## config.mk

```make
export PLATFORM = sky130hd
export DESIGN_NAME = pts_framed_tx
export DESIGN_NICKNAME = d
export VERILOG_FILES = /design/src/rtl/pts_pkg.sv /design/src/rtl/flex_bit_counter.sv /design/src/rtl/pts_framed_tx.sv
export SDC_FILE = /design/constraint.sdc
export NUM_CORES = 1
export LEC_CHECK = 0
export CAP_MARGIN = 20
export CORE_MARGIN = 5
export CORE_UTILIZATION = 40
export CTS_CLUSTER_DIAMETER = 40
export DETAILED_ROUTE_END_ITERATION = 6
export GPL_TIMING_DRIVEN = 0
export PLACE_DENSITY_LB_ADDON = 0.12
export SLEW_MARGIN = 20
export SYNTH_ARGS = -nofsm -noshare
export SYNTH_HDL_FRONTEND = slang
export SYNTH_HIERARCHICAL = 1
export SYNTH_SLANG_ARGS = --single-unit
export TNS_END_PERCENT = 5
```

## constraint.sdc

```tcl
create_clock -name clk -period 2.13 [get_ports clk]
set_input_delay 0.639 -clock clk [delete_from_list [all_inputs] [get_ports clk]]
set_output_delay 0.639 -clock clk [all_outputs]
set_load 0.01 [all_outputs]
```

## src/rtl/pts_pkg.sv

```systemverilog
// Shared types and line levels for the framed parallel-to-serial transmitter.
// Latency: n/a (declarations only).
// Backpressure: n/a.
package pts_pkg;

  typedef enum logic [1:0] {
    IDLE,
    START,
    DATA,
    STOP
  } tx_state_t;

  // Line level while idle and during the stop bit, and the start-bit level.
  localparam logic IDLE_LEVEL  = 1'b1;
  localparam logic START_LEVEL = 1'b0;

endpackage

```

## src/rtl/flex_bit_counter.sv

```systemverilog
// Counts enabled cycles from 0 up to rollover_val, then returns to 0.
// Latency: count updates one cycle after count_en; rollover_flag follows the count combinationally.
// Backpressure: none; count holds whenever count_en is low.
// Ports: clk, n_rst (async active-low), clear (sync, wins over count_en),
//        count_en, rollover_val (terminal count), rollover_flag (count == rollover_val).
module flex_bit_counter #(
  parameter int NUM_BITS = 2
) (
  input  logic                clk,
  input  logic                n_rst,
  input  logic                clear,
  input  logic                count_en,
  input  logic [NUM_BITS-1:0] rollover_val,
  output logic                rollover_flag
);

  logic [NUM_BITS-1:0] count;

  always_ff @(posedge clk or negedge n_rst) begin
    if (!n_rst) begin
      count <= '0;
    end else if (clear) begin
      count <= '0;
    end else if (count_en) begin
      // Never runs past the terminal value.
      count <= (count == rollover_val) ? '0 : count + 1'b1;
    end
  end

  assign rollover_flag = (count == rollover_val);

endmodule

```

## src/rtl/pts_framed_tx.sv

```systemverilog
// Framed parallel-to-serial transmitter: start bit, BIT_WIDTH data bits, stop bit.
// Latency: start bit on the line the cycle after load; one bit per shift_en pulse; done after the stop bit.
// Backpressure: load_en is ignored while busy; shift_en low holds the line and all state.
// Ports: clk, n_rst (async active-low), shift_en (bit-time enable), load_en (load strobe),
//        par_in (word to send), ser_out (registered line, idles high), busy, done (1-cycle pulse).
module pts_framed_tx
  import pts_pkg::*;
#(
  parameter int BIT_WIDTH = 4,
  parameter bit MSB_FIRST = 1'b1
) (
  input  logic                 clk,
  input  logic                 n_rst,
  input  logic                 shift_en,
  input  logic                 load_en,
  input  logic [BIT_WIDTH-1:0] par_in,
  output logic                 ser_out,
  output logic                 busy,
  output logic                 done
);

  localparam int             CNT_W    = $clog2(BIT_WIDTH);
  localparam logic [CNT_W-1:0] LAST_BIT = CNT_W'(BIT_WIDTH - 1);

  tx_state_t            state;
  logic [BIT_WIDTH-1:0] shreg;
  logic [BIT_WIDTH-1:0] shreg_next;
  logic                 head_bit;
  logic                 next_bit;
  logic                 cnt_clear;
  logic                 cnt_en;
  logic                 last_bit;

  // The bit to be sent next always sits at the outgoing end of shreg.
  assign head_bit   = MSB_FIRST ? shreg[BIT_WIDTH-1] : shreg[0];
  assign shreg_next = MSB_FIRST ? {shreg[BIT_WIDTH-2:0], 1'b0}
                                : {1'b0, shreg[BIT_WIDTH-1:1]};
  assign next_bit   = MSB_FIRST ? shreg_next[BIT_WIDTH-1] : shreg_next[0];

  // Counter holds the index of the data bit currently on the line.
  assign cnt_clear = (state == IDLE) && load_en;
  assign cnt_en    = (state == DATA) && shift_en;

  flex_bit_counter #(
    .NUM_BITS(CNT_W)
  ) u_bit_cnt (
    .clk          (clk),
    .n_rst        (n_rst),
    .clear        (cnt_clear),
    .count_en     (cnt_en),
    .rollover_val (LAST_BIT),
    .rollover_flag(last_bit)
  );

  always_ff @(posedge clk or negedge n_rst) begin
    if (!n_rst) begin
      state   <= IDLE;
      shreg   <= '0;
      ser_out <= IDLE_LEVEL;
      busy    <= 1'b0;
      done    <= 1'b0;
    end else begin
      done <= 1'b0;
      case (state)
        IDLE: begin
          // shift_en in the load cycle is deliberately not acted on.
          if (load_en) begin
            shreg   <= par_in;
            state   <= START;
            ser_out <= START_LEVEL;
            busy    <= 1'b1;
          end
        end
        START: begin
          if (shift_en) begin
            state   <= DATA;
            ser_out <= head_bit;
          end
        end
        DATA: begin
          if (shift_en) begin
            if (last_bit) begin
              state   <= STOP;
              ser_out <= IDLE_LEVEL;
            end else begin
              shreg   <= shreg_next;
              ser_out <= next_bit;
            end
          end
        end
        STOP: begin
          if (shift_en) begin
            state <= IDLE;
            busy  <= 1'b0;
            done  <= 1'b1;
          end
        end
        default: begin
          state   <= IDLE;
          ser_out <= IDLE_LEVEL;
          busy    <= 1'b0;
        end
      endcase
    end
  end

endmodule

```

Word level (Yosys, flattened, before mapping)
Cells that the tools add are included.

storage, ports and cells
  word-level logic and storage cells = 51
  output and inout bits = 3
  register bits = 11

cells by class
  equality and inequality tests = 10
  add/sub/neg operators = 1
  reductions and logical operators = 11
  mux-type cells = 23

operators with widths
  cell                   number
  $mux W2                8
  $mux W4                3
  $ne A2 B2 Y1 const B   6
  $mux W1                8
  $pmux W2 S4            1
  $pmux W4 S2            1
  $reduce_and A4 Y1      2
  $eq A2 B2 Y1 const B   3
  $reduce_bool A2 Y1     3
  $reduce_and A5 Y1      1
  $pmux W1 S3            1
  $reduce_and A3 Y1      1
  $reduce_bool A3 Y1     1
  $add A2 B1 Y2 const B  1
  $eq A2 B1 Y1 const B   1
  $logic_and A1 B1 Y1    2
  $logic_not A2 Y1       1
  $pmux W1 S2            1

Depth between registers and ports, before layout
Gate-level depths: netlist (run 1).

  depth after elaboration = 4
  mapped depth = 7

Cells and area by module
The synthesis (run 1) kept the hierarchy.

by module, submodules not included
  module            cells an instance  times used  area each (um^2)
  pts_framed_tx     50                 1           568.0
  flex_bit_counter  15                 1           131.4

Worst setup path before layout (run 1)
OpenSTA, ideal clock, no wires.

  path kind = register to register
  from = reg state[0]
  to = reg shreg[1]
  setup time = 125 ps
  stages on the path, launching flop included = 7
  data required time = 2005 ps
  path slack = 622 ps
  arrival = 1383 ps
  cells stage by stage = dfrtp_1 > inv_1 > ha_1 > buf_6 > mux2i_1 > a21oi_2 > mux2_2

on the way
  word-level cells in the longest chain between the ends = 3

ends and longest elaborated chain
  item                                                                 RTL line             RTL
  from (decl)                                                          pts_framed_tx.sv:25  tx_state_t state;
  from (signal assigned)                                               pts_framed_tx.sv:57  state <= IDLE;
  from (signal assigned)                                               pts_framed_tx.sv:69  state <= START;
  from (signal assigned)                                               pts_framed_tx.sv:76  state <= DATA;
  $eq A2 B2 Y1 or $logic_not A2 Y1 (tied branches)                     pts_framed_tx.sv:64  case (state)
  $ne A2 B2 Y1 (no source line) or $reduce_bool A2 Y1 (tied branches)  -
  $reduce_and A4 Y1 (no source line)                                   -
  to (signal assigned)                                                 pts_framed_tx.sv:68  shreg <= par_in;
  to (signal assigned)                                                 pts_framed_tx.sv:86  shreg <= shreg_next;
  to (decl)                                                            pts_framed_tx.sv:26  logic [BIT_WIDTH-1:0] shreg;

Parallel ways exist; a longest one is shown, timed or not.
A chain may end at the register's enable or synchronous reset.

Final worst setup path (run 1)
  from = reg ser_out
  to = out ser_out

RTL lines
  item                    RTL line             RTL
  from (decl)             pts_framed_tx.sv:17  output logic ser_out,
  from (signal assigned)  pts_framed_tx.sv:77  ser_out <= head_bit;
  from (signal assigned)  pts_framed_tx.sv:87  ser_out <= next_bit;

No word-level cell between the ends.

==> results.yml, run 1 <==
pwr:
  max-vdd-ir-drop_v: 0.000480
  power.density_mw_per_mm2: 1290
  leakage_nw: 0.396
clock_tree:
  clock_latency_ns: 0.27
  clk_pin_slew_worst_paths_ns: 0.07
  root_buffer: "clkbuf_4"
  clk_path_buf_depth: 2
  htreeDepth: 1
  postCtsResizedCells: 0
  post_cts_buffers: 0
  cts_buffers: 3
  clock_sinks: 11
  cts_tree: "yes"
  cts_hold_buf: 0
detailed_routing:
  routed_wl_mm: 1.18
  detail-route-antenna-nets: 0
  vias_per_cell: 4.84
  drc: 0
  num_vias: 494
  dr.pass1.iters: 2
  wl_per_cell_um: 11.5
  drtIter0Drc: 2
layout:
  fill_cells: 159
  final_core_util_pct: 51.5
  insertedDiodeCount: 0
  fin_nets: 99
  final_cell_mix: "dfrtp_1 (10), clkdlybuf4s50_1 (10), conb_1 (7)"
  syn2layout_area_growth_pct: 24.3
  stdcell_count: 102
  layout-drive-gt1-share_pct: 21.2
timing:
  post-route-period-util_pct: 91.7
  final-hold-violation-count: 0
  finalSetupViolCount: 0
  finalSetupTns_ns: 0
  final.min_clock_period_ns: 1.95
  finClkSkew_ns: 0.00373
  worstMarginPinSlew_ns: 0.511
  fmax_mhz: 512
  rsz0062_at_grt: "false"
  slew_violations: 0
  timing.slew.headroom_pct: 65.9
worst_setup_path:
  worst_path_dominant_cell_family: "flip-flops"
  cp_num_buf_inv: 1
  worstSetupPathType: "reg -> out"
  worstPathMaxFanout: 2
  startpoint_type: "flop"
  cp.arrival_ns: 1.32
  crit_start: "ser_out$_DFFE_PN1P_"
  path_cells: "clkdlybuf4s50_1"
  regToRegStartpoint: "state[0]$_DFFE_PN0P_"
  max_stage_delay_ns: 0.53
  slowest_stage: "dfstp_2"
  critPathRequiredTime_ns: 1.49
  worstSetupEndpointType: "output pin"
floorplan:
  die_h_um: 51.8
  std_cell_rows: 15
  start_util_pct: 41.4
  die_w_um: 51.8
  ios: 11
  die_area_mm2: 0.00268
  core_mm2: 0.00169
placement:
  placedCellCount: 98
  place_congestion: 0.723
  dp_hpwl_um: 912
  io_buffers: 10
synthesis:
  synth_area_um2: 699
  synth_warnings: 6
  synthCells: 65
  yosysSeqAreaShare_pct: 39.5
  synth_seq_cells: 11
  synth_area_per_cell_um2: 10.8
  synth_cell_types: 29
min_path:
  hold_start: "shreg[3]$_DFFE_PN0P_"
  hp-class: "reg -> reg"
global_routing:
  grt_pass1_vias: 470
  grt_pass1_wl_mm: 2.00
  antenna_found_initial: 0
  grt_usage_pct: 10.7
  grt_max_degree: 12
  overflow: 0
run_status:
  status: "finished clean"
job:
  max-cap-violations: 0
[layer usage]
| layer | GRT usage, % | up-vias | wire (µm) |
|---|---|---|---|
| met4 | 7.86 | 0 | 30 |
| met3 | 4.01 | 4 | 60 |
| met1 | 11.9 | 224 | 558 |
| li1 | - | 257 | - |
| met5 | 0 | - | 0 |
| met2 | 16.5 | 9 | 527 |
[synth_stat cells, drive strengths merged]
master	count	area [µm²]
nand3	1	5.00
nor2b	2	12.5
o21ai	2	10.0
nor2	5	21.3
nand2	3	11.3
a21oi	3	18.8
nand2b	4	25.0
and2	3	21.3
nand4b	1	8.76
mux2	8	93.8
o2bb2ai	1	8.76
o311a	1	11.3
o211ai	3	22.5
o2111ai	1	15.0
buf	1	11.3
dfstp	1	26.3
inv	4	15.0
ha	5	62.6
xor2	2	17.5
or2b	1	7.51
mux2i	2	20.0
conb	1	3.75
dfrtp	10	250
[report_power, final]
group | internal [mW] | switching, mW | total [mW] | leakage, nW
logic | 0.338 | 0.275 | 0.613 | 0.248
clock network | 0.0724 | 0.0710 | 0.143 | 0.0150
registers | 0.305 | 0.0641 | 0.369 | 0.133
[state kept, by name, summed over array words and instances, names as in the netlist]
signal / count
shreg: 4
state: 2
u_bit_cnt/count: 2
busy: 1
done: 1
ser_out: 1
[metrics by stage]
stage | total power, mW | hold slack (ns) | setup slack (ns) | area, µm²
floorplan | 0.854 | 0.343 | 0.622 | 722
global placement | 0.983 | 0.490 | 0.0454 | 843
detailed placement | 0.994 | 0.495 | 0.0453 | 843
CTS | 1.14 | 0.512 | 0.156 | 870
global route | 1.22 | 0.530 | 0.137 | 870
finish | 1.13 | 0.509 | 0.176 | 870
[worst paths after layout]
check	cells after the start	slack (ns)	endpoint
hold reg to reg	1	0.51	shreg[3]$_DFFE_PN0P_
max in group asynchronous	1	1.06	ser_out$_DFFE_PN1P_
setup / recovery	1	0.18	ser_out
setup reg to reg	6	0.48	shreg[3]$_DFFE_PN0P_
hold / removal	1	0.51	shreg[3]$_DFFE_PN0P_
min in group asynchronous	1	0.71	u_bit_cnt/count[1]$_DFFE_PN0P_
[cell type report]
class / count / area (µm²) / share of cell area [%]
Multi-Input combinational cell: 55 / 419 / 48.2
Sequential cell: 11 / 277 / 31.8
Timing Repair Buffer: 10 / 100 / 11.5
Clock buffer: 4 / 26.3 / 3.02
Tap cell: 17 / 21.3 / 2.45
Inverter: 4 / 15.0 / 1.73
Buffer: 1 / 11.3 / 1.29
[logic make-up after synthesis]
group,Yosys count,share of synthesized area (%)
and+or+nand+nor,20,16.1
AOI/OAI and AO/OA,11,12.3
DFF,11,39.5
muxes,10,16.3
adders and majority gates,5,8.94
buffers and inverters,5,3.76
xor gates and xnor gates,2,2.50
other,1,0.536
Note: power is estimated with default switching activity, not from simulation.
==> run 2: changes to the inputs <==
--- a/config.mk
+++ b/config.mk
@@ -5,9 +5,11 @@
 export SDC_FILE = /design/constraint.sdc
 export NUM_CORES = 1
 export LEC_CHECK = 0
+export ABC_AREA = 1
 export CAP_MARGIN = 20
 export CORE_MARGIN = 5
 export CORE_UTILIZATION = 40
+export CTS_BUF_LIST = sky130_fd_sc_hd__clkbuf_16
 export CTS_CLUSTER_DIAMETER = 40
 export DETAILED_ROUTE_END_ITERATION = 6
 export GPL_TIMING_DRIVEN = 0
==> results.yml, run 2 <==
run_status:
  status: "finished clean"
layout:
  reg_top3: "shreg (4), state (2), u_bit_cnt/count (2)"
  final_cell_mix: "nand2_1 (22), inv_1 (19), dfrtp_1 (10), clkdlybuf4s50_1 (10), nand2_2 (7)"
  insertedDiodeCount: 0
  syn2layout_area_growth_pct: 28.7
  final_core_util_pct: 52.8
  top_register: "shreg"
  ff_latch_area_um2: 277
  fin_nets: 133
  largest_reg_flops: 4
  layout_commonest_cell: "nand2_1"
  multiInputGateArea_um2: 422
  layout-drive-gt1-share_pct: 21.8
  fill_cells: 188
timing:
  timing.slew.headroom_pct: 64.8
  finalSetupViolCount: 0
  final.min_clock_period_ns: 1.92
  finalSetupTns_ns: 0
  worstMarginPinSlew_ns: 0.526
  slew_violations: 0
  worst_slack_ns: 0.209
  rsz0062_at_grt: "false"
  post-route-period-util_pct: 90.2
  fmax_mhz: 521
  final-hold-violation-count: 0
  finClkSkew_ns: 0.00245
detailed_routing:
  num_vias: 646
  dr.pass1.iters: 4
  detail-route-antenna-nets: 0
  routed_wl_mm: 1.43
  wl_per_cell_um: 9.82
  vias_per_cell: 4.42
  drtIter0Drc: 7
  drc: 0
synthesis:
  yosysMostFrequentCell: "nand2_1"
  async_flop_share_pct: 100
  synthCells: 102
  yosysSeqAreaShare_pct: 35.5
  synth.largest_area_cell: "dfrtp_1"
  ys_top_cells_by_count: "nand2_1 (22), inv_1 (18), dfrtp_1 (10)"
  synth_edf_count: 0
  synth_area_per_cell_um2: 7.64
  ys.flop_type: "dfrtp_1"
  synth_cell_types: 23
  synth_seq_cells: 11
  synth_warnings: 6
  synth_top_area_share_pct: 32.1
  synth_area_leaders: "dfrtp_1 (32%), nand2_1 (11%), inv_1 (8.7%)"
  synth_area_um2: 779
min_path:
  hp-class: "reg -> reg"
  hold_start: "shreg[0]$_DFFE_PN0P_"
floorplan:
  start_util_pct: 41.0
  die_h_um: 54.1
  ios: 11
  core_mm2: 0.00190
  die_w_um: 54.1
  std_cell_rows: 16
  die_area_mm2: 0.00293
worst_setup_path:
  worstPathMaxFanout: 2
  cp_num_buf_inv: 1
  worstSetupEndpointType: "output pin"
  startpoint_type: "flop"
  cp.arrival_ns: 1.28
  crit_start: "ser_out$_DFFE_PN1P_"
  critPathRequiredTime_ns: 1.49
  slowest_stage: "clkdlybuf4s50_1"
  worstSetupPathType: "reg -> out"
  worst_path_dominant_cell_family: "buffers and inverters"
  max_stage_delay_ns: 0.53
  regToRegStartpoint: "state[0]$_DFFE_PN0P_"
  path_cells: "clkdlybuf4s50_1"
clock_tree:
  cts_hold_buf: 0
  clk_pin_slew_worst_paths_ns: 0.04
  clock_latency_ns: 0.24
  cts_buffers: 3
  htreeDepth: 1
  post_cts_buffers: 0
  cts_tree: "yes"
  clock_sinks: 11
  root_buffer: "clkbuf_16"
  postCtsResizedCells: 0
  clk_path_buf_depth: 2
global_routing:
  grt_usage_pct: 12.2
  grt_pass1_wl_mm: 2.50
  antenna_found_initial: 0
  grt_max_degree: 12
  grt_pass1_vias: 593
  overflow: 0
pwr:
  max-vdd-ir-drop_v: 0.000682
  leakage_nw: 0.561
  total_power_mw: 1.55
  power.density_mw_per_mm2: 1550
placement:
  io_buffers: 10
  place_ws_ns: 0.327
  dp_hpwl_mm: 1.09
  place_congestion: 0.710
job:
  max-cap-violations: 0
[run 2: cell count changes in the layout (fill, tap and decap cells not counted), moves of 4 or more]
cell      change
o21ai_2       +5
nand3_1       +4
nand2_2       +7
nand2_1      +19
nand2b_1      -4
inv_1        +15
mux2_2        -6
[run 2: cell type report]
| type | count | area share [%] |
|---|---|---|
| clock buffers | 3 | 7.48 |
| repair buffers | 10 | 9.98 |
| flip-flops and latches | 11 | 27.6 |
| inverters | 21 | 8.10 |
| well taps | 27 | 3.37 |
| plain buffers | 1 | 1.12 |
| clock inverters | 1 | 0.374 |
| multi-input cells | 72 | 42.0 |
[run 2: path summary, 6_finish.rpt]
check                                            endpoint  cells past startpoint  slack [ns]
max reg2reg                          state[0]$_DFFE_PN0P_                      8        0.68
max in group asynchronous             ser_out$_DFFE_PN1P_                      1        1.01
min                                  shreg[0]$_DFFE_PN0P_                      2        0.48
min in group asynchronous  u_bit_cnt/count[0]$_DFFE_PN0P_                      1        0.75
max                                               ser_out                      1        0.21
min reg2reg                          shreg[0]$_DFFE_PN0P_                      2        0.48
[run 2: power breakdown]
group | switching [mW] | internal (mW)
clock | 0.0914 | 0.246
combinational | 0.488 | 0.341
sequential | 0.0653 | 0.321
[run 2: per-layer routing]
metal	wire, µm	vias to the layer above	track usage, %
li1	-	339	-
met1	706	293	15.1
met2	648	10	19.1
met3	52	4	3.32
met4	25	0	6.22
met5	0	-	0
[run 2: worst register-to-register path: stages (launching register included)]
cell and delay [ns]:
dfrtp_1 0.40, inv_1 0.13, ha_1 0.18, buf_6 0.15
nand2_2 0.07, o21ai_1 0.15, inv_1 0.10, nand3_1 0.10
nand2_1 0.05
[run 2: cell families (layout without fill, tap and decap cells)]
| group | count (synthesis) | count (layout) | synth area share (%) |
|---|---|---|---|
| buf+inv | 22 | 36 | 11.9 |
| compound gates | 17 | 17 | 14.8 |
| fa+ha+maj | 5 | 5 | 8.03 |
| flops | 11 | 11 | 35.5 |
| other cells | 1 | 4 | 0.481 |
| simple gates | 46 | 46 | 29.4 |
[run 2: stage by stage]
stage / hold slack [ns] / std cells / cell area, µm²
after global routing: 0.518 / 146 / 1000
final: 0.477 / 146 / 1000
after detailed placement: 0.473 / 142 / 925
after floorplan: 0.343 / 105 / 791
after global placement: 0.468 / 142 / 925
after CTS: 0.483 / 146 / 1000
